File: src/rtl/catalan_seq_ctrl.sv
// catalan_seq_ctrl
//   Iterative Catalan-number engine. It computes C(n) with the recurrence
//   C(0)=1, C(k+1) = C(k)*(4k+2)/(k+2). Each step is one multiply cycle,
//   PW cycles of bit-serial restoring division, and one check cycle.
//
// Ports
//   clk     in   rising-edge clock
//   rst     in   synchronous reset, active-high
//   start   in   request; accepted only while idle
//   n       in   pair count, sampled on the accept edge
//   busy    out  high while a computation is in progress
//   done    out  one-cycle pulse; result/ovf are valid from this cycle
//   result  out  C(n), or all-ones on overflow
//   ovf     out  C(n) (or an intermediate C(k)) does not fit in W bits
//
// catalan_seq_ctrl_chk is a passive checker. It confirms that every
// division step leaves a zero remainder.

module catalan_seq_ctrl_chk #(
  parameter int AW = 10
) (
  input logic          clk,
  input logic          rst,
  input logic          chk_en,
  input logic [AW-1:0] rem
);
  // The recurrence always divides exactly, so the remainder is zero by the check cycle.
  a_rem_zero: assert property (@(posedge clk) disable iff (rst) chk_en |-> (rem == '0));
endmodule

module catalan_seq_ctrl #(
  parameter int W  = 128,
  parameter int NW = 7
) (
  input  logic          clk,
  input  logic          rst,
  input  logic          start,
  input  logic [NW-1:0] n,
  output logic          busy,
  output logic          done,
  output logic [W-1:0]  result,
  output logic          ovf
);
  localparam int PW = W + NW + 3;          // holds C(k)*(4k+2) exactly
  localparam int AW = NW + 3;              // width of 4k+2 and k+2
  localparam int CW = $clog2(PW + 1);

  typedef enum logic [2:0] {S_IDLE, S_MUL, S_DIV, S_CHK, S_DONE} state_e;

  state_e         state_q, state_d;
  logic [NW-1:0]  n_q, n_d;
  logic [NW-1:0]  k_q, k_d;
  logic [W-1:0]   acc_q, acc_d;
  logic [PW-1:0]  quo_q, quo_d;            // dividend shifted out, quotient shifted in
  logic [AW-1:0]  rem_q, rem_d;
  logic [AW-1:0]  dvs_q, dvs_d;
  logic [CW-1:0]  cnt_q, cnt_d;
  logic [W-1:0]   result_q, result_d;
  logic           ovf_q, ovf_d;
  logic           busy_q, busy_d;
  logic           done_q, done_d;

  logic [AW-1:0]  mul_s;
  logic [AW-1:0]  dvs_s;
  logic [PW-1:0]  prod_s;
  logic [AW:0]    rem_sh_s;
  logic           ge_s;
  logic [AW-1:0]  rem_nx_s;
  logic [NW:0]    k_inc_s;
  logic           last_s;
  logic           q_hi_s;

  assign mul_s    = {1'b0, k_q, 2'b10};                       // 4k+2
  assign dvs_s    = {{(AW-NW){1'b0}}, k_q} + {{(AW-2){1'b0}}, 2'b10};
  assign prod_s   = {{(PW-W){1'b0}}, acc_q} * {{(PW-AW){1'b0}}, mul_s};
  // Restoring step: bring down the next dividend bit and subtract if it fits.
  assign rem_sh_s = {rem_q, quo_q[PW-1]};
  assign ge_s     = rem_sh_s >= {1'b0, dvs_q};
  assign rem_nx_s = ge_s ? AW'(rem_sh_s - {1'b0, dvs_q}) : rem_sh_s[AW-1:0];
  assign k_inc_s  = {1'b0, k_q} + {{NW{1'b0}}, 1'b1};
  assign last_s   = (k_inc_s == {1'b0, n_q});
  assign q_hi_s   = |quo_q[PW-1:W];

  // Next-state, datapath and output decode.
  always_comb begin
    state_d  = state_q;
    n_d      = n_q;
    k_d      = k_q;
    acc_d    = acc_q;
    quo_d    = quo_q;
    rem_d    = rem_q;
    dvs_d    = dvs_q;
    cnt_d    = cnt_q;
    result_d = result_q;
    ovf_d    = ovf_q;
    case (state_q)
      S_IDLE: begin
        if (start) begin
          n_d   = n;
          k_d   = '0;
          acc_d = {{(W-1){1'b0}}, 1'b1};
          ovf_d = 1'b0;
          if (n == '0) begin
            result_d = {{(W-1){1'b0}}, 1'b1};   // C(0)
            state_d  = S_DONE;
          end else begin
            result_d = '0;
            state_d  = S_MUL;
          end
        end else begin
          state_d = S_IDLE;
        end
      end
      S_MUL: begin
        quo_d   = prod_s;
        dvs_d   = dvs_s;
        rem_d   = '0;
        cnt_d   = '0;
        state_d = S_DIV;
      end
      S_DIV: begin
        quo_d = {quo_q[PW-2:0], ge_s};
        rem_d = rem_nx_s;
        cnt_d = cnt_q + {{(CW-1){1'b0}}, 1'b1};
        if (cnt_q == CW'(PW - 1)) begin
          state_d = S_CHK;
        end else begin
          state_d = S_DIV;
        end
      end
      S_CHK: begin
        if (q_hi_s) begin
          ovf_d    = 1'b1;
          result_d = '1;
          state_d  = S_DONE;
        end else begin
          acc_d = quo_q[W-1:0];
          k_d   = k_inc_s[NW-1:0];
          if (last_s) begin
            result_d = quo_q[W-1:0];
            state_d  = S_DONE;
          end else begin
            state_d = S_MUL;
          end
        end
      end
      S_DONE:  state_d = S_IDLE;
      default: state_d = S_IDLE;
    endcase
    // busy and done are decoded from the next state so that they come out of registers.
    busy_d = (state_d == S_MUL) || (state_d == S_DIV) || (state_d == S_CHK);
    done_d = (state_d == S_DONE);
  end

  // State and datapath registers with synchronous reset.
  always_ff @(posedge clk) begin
    if (rst) begin
      state_q  <= S_IDLE;
      n_q      <= '0;
      k_q      <= '0;
      acc_q    <= '0;
      quo_q    <= '0;
      rem_q    <= '0;
      dvs_q    <= '0;
      cnt_q    <= '0;
      result_q <= '0;
      ovf_q    <= 1'b0;
      busy_q   <= 1'b0;
      done_q   <= 1'b0;
    end else begin
      state_q  <= state_d;
      n_q      <= n_d;
      k_q      <= k_d;
      acc_q    <= acc_d;
      quo_q    <= quo_d;
      rem_q    <= rem_d;
      dvs_q    <= dvs_d;
      cnt_q    <= cnt_d;
      result_q <= result_d;
      ovf_q    <= ovf_d;
      busy_q   <= busy_d;
      done_q   <= done_d;
    end
  end

  assign busy   = busy_q;
  assign done   = done_q;
  assign result = result_q;
  assign ovf    = ovf_q;

  catalan_seq_ctrl_chk #(.AW(AW)) u_chk (
    .clk    (clk),
    .rst    (rst),
    .chk_en (state_q == S_CHK),
    .rem    (rem_q)
  );
endmodule
File: config.mk
export PLATFORM = sky130hd
export DESIGN_NAME = catalan_seq_ctrl
export DESIGN_NICKNAME = d
export VERILOG_FILES = /design/src/rtl/catalan_seq_ctrl.sv
export SDC_FILE = /design/constraint.sdc
export NUM_CORES = 2
export LEC_CHECK = 0
export CAP_MARGIN = 20
export CORE_ASPECT_RATIO = 1.1
export CORE_MARGIN = 10
export CORE_UTILIZATION = 24
export CTS_CLUSTER_SIZE = 30
export DETAILED_ROUTE_END_ITERATION = 8
export GPL_TIMING_DRIVEN = 0
export MAX_ROUTING_LAYER = met4
export PLACE_DENSITY_LB_ADDON = 0.2
export SLEW_MARGIN = 25
export SYNTH_ARGS = -nofsm -noshare
export SYNTH_HDL_FRONTEND = slang
export SYNTH_HIERARCHICAL = 1
export SYNTH_SLANG_ARGS = --single-unit
File: constraint.sdc
create_clock -name clk -period 5.8 [get_ports clk]
set_clock_uncertainty 0.15 [all_clocks]
set_input_delay 0.87 -clock clk [delete_from_list [all_inputs] [get_ports clk]]
set_output_delay 0.87 -clock clk [all_outputs]
set_load 0.02 [all_outputs]
==> reports/qor.json <==
{
  "grt_use_met3_pct": 2.47,
  "yosysWarnings": 6,
  "instance_count_of_the_mapped_netlist": 5806,
  "timing.fmax_mhz": 158,
  "ys_seq_area_share_pct": 17.9,
  "start_util_pct": 24.1,
  "grt_remaining_overflow": 0,
  "htreeDepth": 2,
  "global_route.usage.met1_pct": 25.5,
  "initial_antenna_violation_count": 23,
  "global_route_met2_utilization_pct": 33.3,
  "post-dp-hpwl_um": 182000,
  "worstHoldEndpoint": "result[125]",
  "combinational_share_of_power_pct": 10.3,
  "run_status": "finished, violations left",
  "clkPwrFrac_pct": 50.6,
  "p_switching_uw": 2270,
  "cts.path.max_buffers": 3,
  "netlist.top_cell.by_area": "sky130_fd_sc_hd__fa_1",
  "worstMarginPinSlew_ns": 1.21,
  "mappedNetlistArea_um2": 49300,
  "worst_hold_path_type": "reg2reg",
  "synth_xor_area_share_pct": 2.04,
  "place.port_buffers": 139,
  "regToRegEndpoint": "quo_q[126]",
  "clk_latency_ns": 0.70,
  "finish.net_count": 7234,
  "required_time_of_the_critical_path_ns": 6.21,
  "synthMuxAreaShare_pct": 0.317,
  "cpMostUsedCell": "sky130_fd_sc_hd__fa_1",
  "power_frac_seq_pct": 39.1,
  "final_hold_viol_count": 0,
  "synth_top_area_share_pct": 30.7,
  "timing.hold.worst_path_depth": 2,
  "cp_slowest_cell": "sky130_fd_sc_hd__a2111o_2",
  "synth-simple-area-share_pct": 20.2,
  "core_area_um2": 204000,
  "num_vias": 45711,
  "end_kind": "register",
  "report.final.setup_viol": 76,
  "setup_slack_ns": -0.512,
  "netSwitchingFraction_pct": 29.1,
  "synth-adder-area-share_pct": 35.0,
  "leakagePower_uw": 0.0266,
  "preCtsSetupSlack_ns": -2.46,
  "post-route-period-util_pct": 109,
  "drive_above_1_share_pct": 18.6,
  "die_area_um2": 224000,
  "synth_area_per_cell_um2": 8.50,
  "regToRegSetupSlack_ns": -0.51,
  "critical_path.cell_chain": "clkbuf_16 > buf_16 > buf_6 > clkbuf_16 > nand2_4 > fa_1 > inv_2 > fa_2 > fa_1 > inv_1 > fa_1 > inv_2 > ha_4 > buf_6 > nand4_1 > or3_4 > nor2b_4 > and4b_4 > o211ai_4 > a2111o_2 > a21oi_4 > o21a_2 > o32ai_2",
  "cts_tree": "built",
  "slowest_delay_ns": 0.62,
  "layout_min_cycle_time_ns": 6.31,
  "path_clk_slew_ns": 0.07,
  "detailedRoute.firstPassIterationCount": 6,
  "max_slew_margin_pct": 19.1,
  "gpl.final_weighted_congestion": 0.965,
  "synth_edf_count": 0,
  "worstRegToRegCells": 23,
  "max_cap_violations": 0,
  "pin_count": 141,
  "avgViaCountPerCell": 5.03,
  "dieWidth_um": 452,
  "placedCellCount": 8692,
  "cts-buffers-inserted": 55,
  "worstPathMaxFanout": 6,
  "routed_wl_um": 229000,
  "crit-reg2reg-launch": "k_q[2]",
  "first_iter_violations": 3544,
  "clk_root_buffer_cell": "sky130_fd_sc_hd__clkbuf_16",
  "critPathKind": "reg2reg",
  "drt-wirelength-per-cell_um": 25.2,
  "worst_ir_drop_vdd_mv": 0.234,
  "postLayoutCoreUtil_pct": 31.4,
  "final_count_of_pins_violating_max_slew": 0,
  "async_reset_ff_share_pct": 0,
  "power.internal_uw": 5540,
  "drt.antenna.violating_nets": 0,
  "synthDistinctLibCells": 113,
  "cp.arrival_ns": 6.72,
  "pin_count_of_the_biggest_net_entering_global_routing": 16,
  "track_usage_pct": 20.5,
  "violated_checks": "negative setup slack",
  "rsz0062_at_grt": "true",
  "global_route.peak_usage_layer": "met2",
  "prevailing_post_synth_register_cell": "sky130_fd_sc_hd__dfxtp_1",
  "drc": 0,
  "first_global_vias": 46794,
  "ys_seq_elements": 440,
  "power.density_nw_per_um2": 122,
  "synth_compound_area_share_pct": 16.9,
  "rows": 174,
  "ys_top_cells_by_count": "sky130_fd_sc_hd__nand2_1, sky130_fd_sc_hd__fa_1, sky130_fd_sc_hd__a21oi_1",
  "most_frequently_used_cell_type_in_the_post_synthesis_netlist": "sky130_fd_sc_hd__nand2_1",
  "main_combinational_cell_family_by_area_after_synthesis": "adder cells",
  "die_y_um": 496,
  "hold_slack_ns": 0.298,
  "timing.hold.worst.start": "result[125]",
  "synth_net_count": 6741,
  "cts.sinks": 440,
  "synth_top_cells_by_area": "sky130_fd_sc_hd__fa_1, sky130_fd_sc_hd__dfxtp_1, sky130_fd_sc_hd__nand2_1",
  "area.growth.synth_to_final_pct": 30.1,
  "final_cells": 9092,
  "timing.critical_path.from_type": "register",
  "global_route_wire_length_before_repair_um": 332000
}
==> cell type report <==
cell class	count	area [µm²]
plain buffers	379	2720
clock inverters	31	492
clock buffers	70	1510
multi-input cells	4413	40200
flip-flops and latches	440	8820
fillers	21484	140000
repair buffers	478	4940
well taps	2728	3410
inverters	532	2000
diodes	21	52.6
==> power by group through the flow <==
stage                     Sequential, µW  Clock, µW  Combinational, µW
after global routing                3050       4140                840
after CTS                           3050       4050                799
after floorplan                     3110          0                361
final                               3050       3950                806
after global placement              3120          0                758
after detailed placement            3120          0                795
==> cells by family (layout without fill, tap and decap cells) <==
group                    Yosys count  count (layout)
other                              0              21
multiplexers                      15              15
AO/OA/AOI/OAI                   1317            1317
XOR/XNOR                         115             115
AND/OR/NAND/NOR                 2041            2041
flip-flops                       440             440
buffers and inverters            953            1490
adder cells (fa/ha/maj)          925             925
==> per-layer routing <==
metal / vias to the layer above / routed length [µm]
met5: - / 0
met4: 0 / 12400
met3: 433 / 12100
met2: 1562 / 109000
met1: 23473 / 96000
li1: 20243 / -
==> cell usage in the layout, fill, tap and decap left out, types with 33 or more instances in the layout <==
cell type	n
sky130_fd_sc_hd__a21o_1	49
sky130_fd_sc_hd__a21oi_1	495
sky130_fd_sc_hd__a21oi_2	72
sky130_fd_sc_hd__a22oi_1	132
sky130_fd_sc_hd__and2_1	509
sky130_fd_sc_hd__buf_12	33
sky130_fd_sc_hd__buf_4	227
sky130_fd_sc_hd__buf_6	91
sky130_fd_sc_hd__clkbuf_1	203
sky130_fd_sc_hd__clkbuf_16	84
sky130_fd_sc_hd__clkbuf_2	40
sky130_fd_sc_hd__clkdlybuf4s50_1	139
sky130_fd_sc_hd__dfxtp_1	435
sky130_fd_sc_hd__fa_1	724
sky130_fd_sc_hd__fa_2	33
sky130_fd_sc_hd__ha_1	100
sky130_fd_sc_hd__ha_4	56
sky130_fd_sc_hd__inv_1	505
sky130_fd_sc_hd__nand2_1	850
sky130_fd_sc_hd__nand2_2	40
sky130_fd_sc_hd__nand3_1	168
sky130_fd_sc_hd__nand4_1	81
sky130_fd_sc_hd__nor2_1	142
sky130_fd_sc_hd__o211ai_1	144
sky130_fd_sc_hd__o21ai_0	69
sky130_fd_sc_hd__o21ai_1	38
sky130_fd_sc_hd__o22ai_1	35
sky130_fd_sc_hd__xnor2_1	55
sky130_fd_sc_hd__xor2_1	33
==> flip-flops by register name, summed over array words and instances, names as in the netlist <==
signal	count
quo_q	138
acc_q	128
result	128
rem_q	10
cnt_q	8
dvs_q	8
k_q	7
n_q	7
state_q	3
busy	1
done	1
ovf	1
==> worst max path at each step <==
stage	start	to	slack, ns	cells past startpoint
2_1_floorplan	k_q[3]	quo_q[132]	0.04	23
3_3_place_gp	k_q[3]	quo_q[136]	-3.54	20
3_5_place_dp	k_q[0]	quo_q[136]	-2.46	18
4_1_cts	k_q[3]	quo_q[126]	-0.45	25
5_1_grt	k_q[1]	quo_q[132]	-0.58	26
6_report	k_q[2]	quo_q[126]	-0.51	23
==> worst max-delay path: cells and delay by family (launching register included) <==
| kind | cells | cell delay [ns] |
|---|---|---|
| adder cells (fa/ha/maj) | 5 | 2.31 |
| AO/OA/AOI/OAI | 5 | 1.34 |
| AND/OR/NAND/NOR | 5 | 1.13 |
| buffers and inverters | 8 | 0.80 |
| flip-flops | 1 | 0.38 |
==> metrics by stage <==
stage	TNS, ns	cell area [µm²]	total power [µW]
finish	-17.15	64200	7810
global placement	-309.00	54100	3880
CTS	-15.03	61800	7900
floorplan	0	49300	3470
detailed placement	-194.55	54700	3920
global route	-28.45	64200	8030
==> timing repair <==
| item | 4_1_cts | 5_1_grt |
|---|---|---|
| pin swaps | 219 | 283 |
| hold buffers | 0 | 0 |
| cloned | 6 | 2 |
| setup buffers | 197 | 134 |
| endpoints found under the setup margin | 127 | 102 |
| gates resized for setup | 797 | 377 |
No activity file was read; power rests on OpenSTA's default activity.
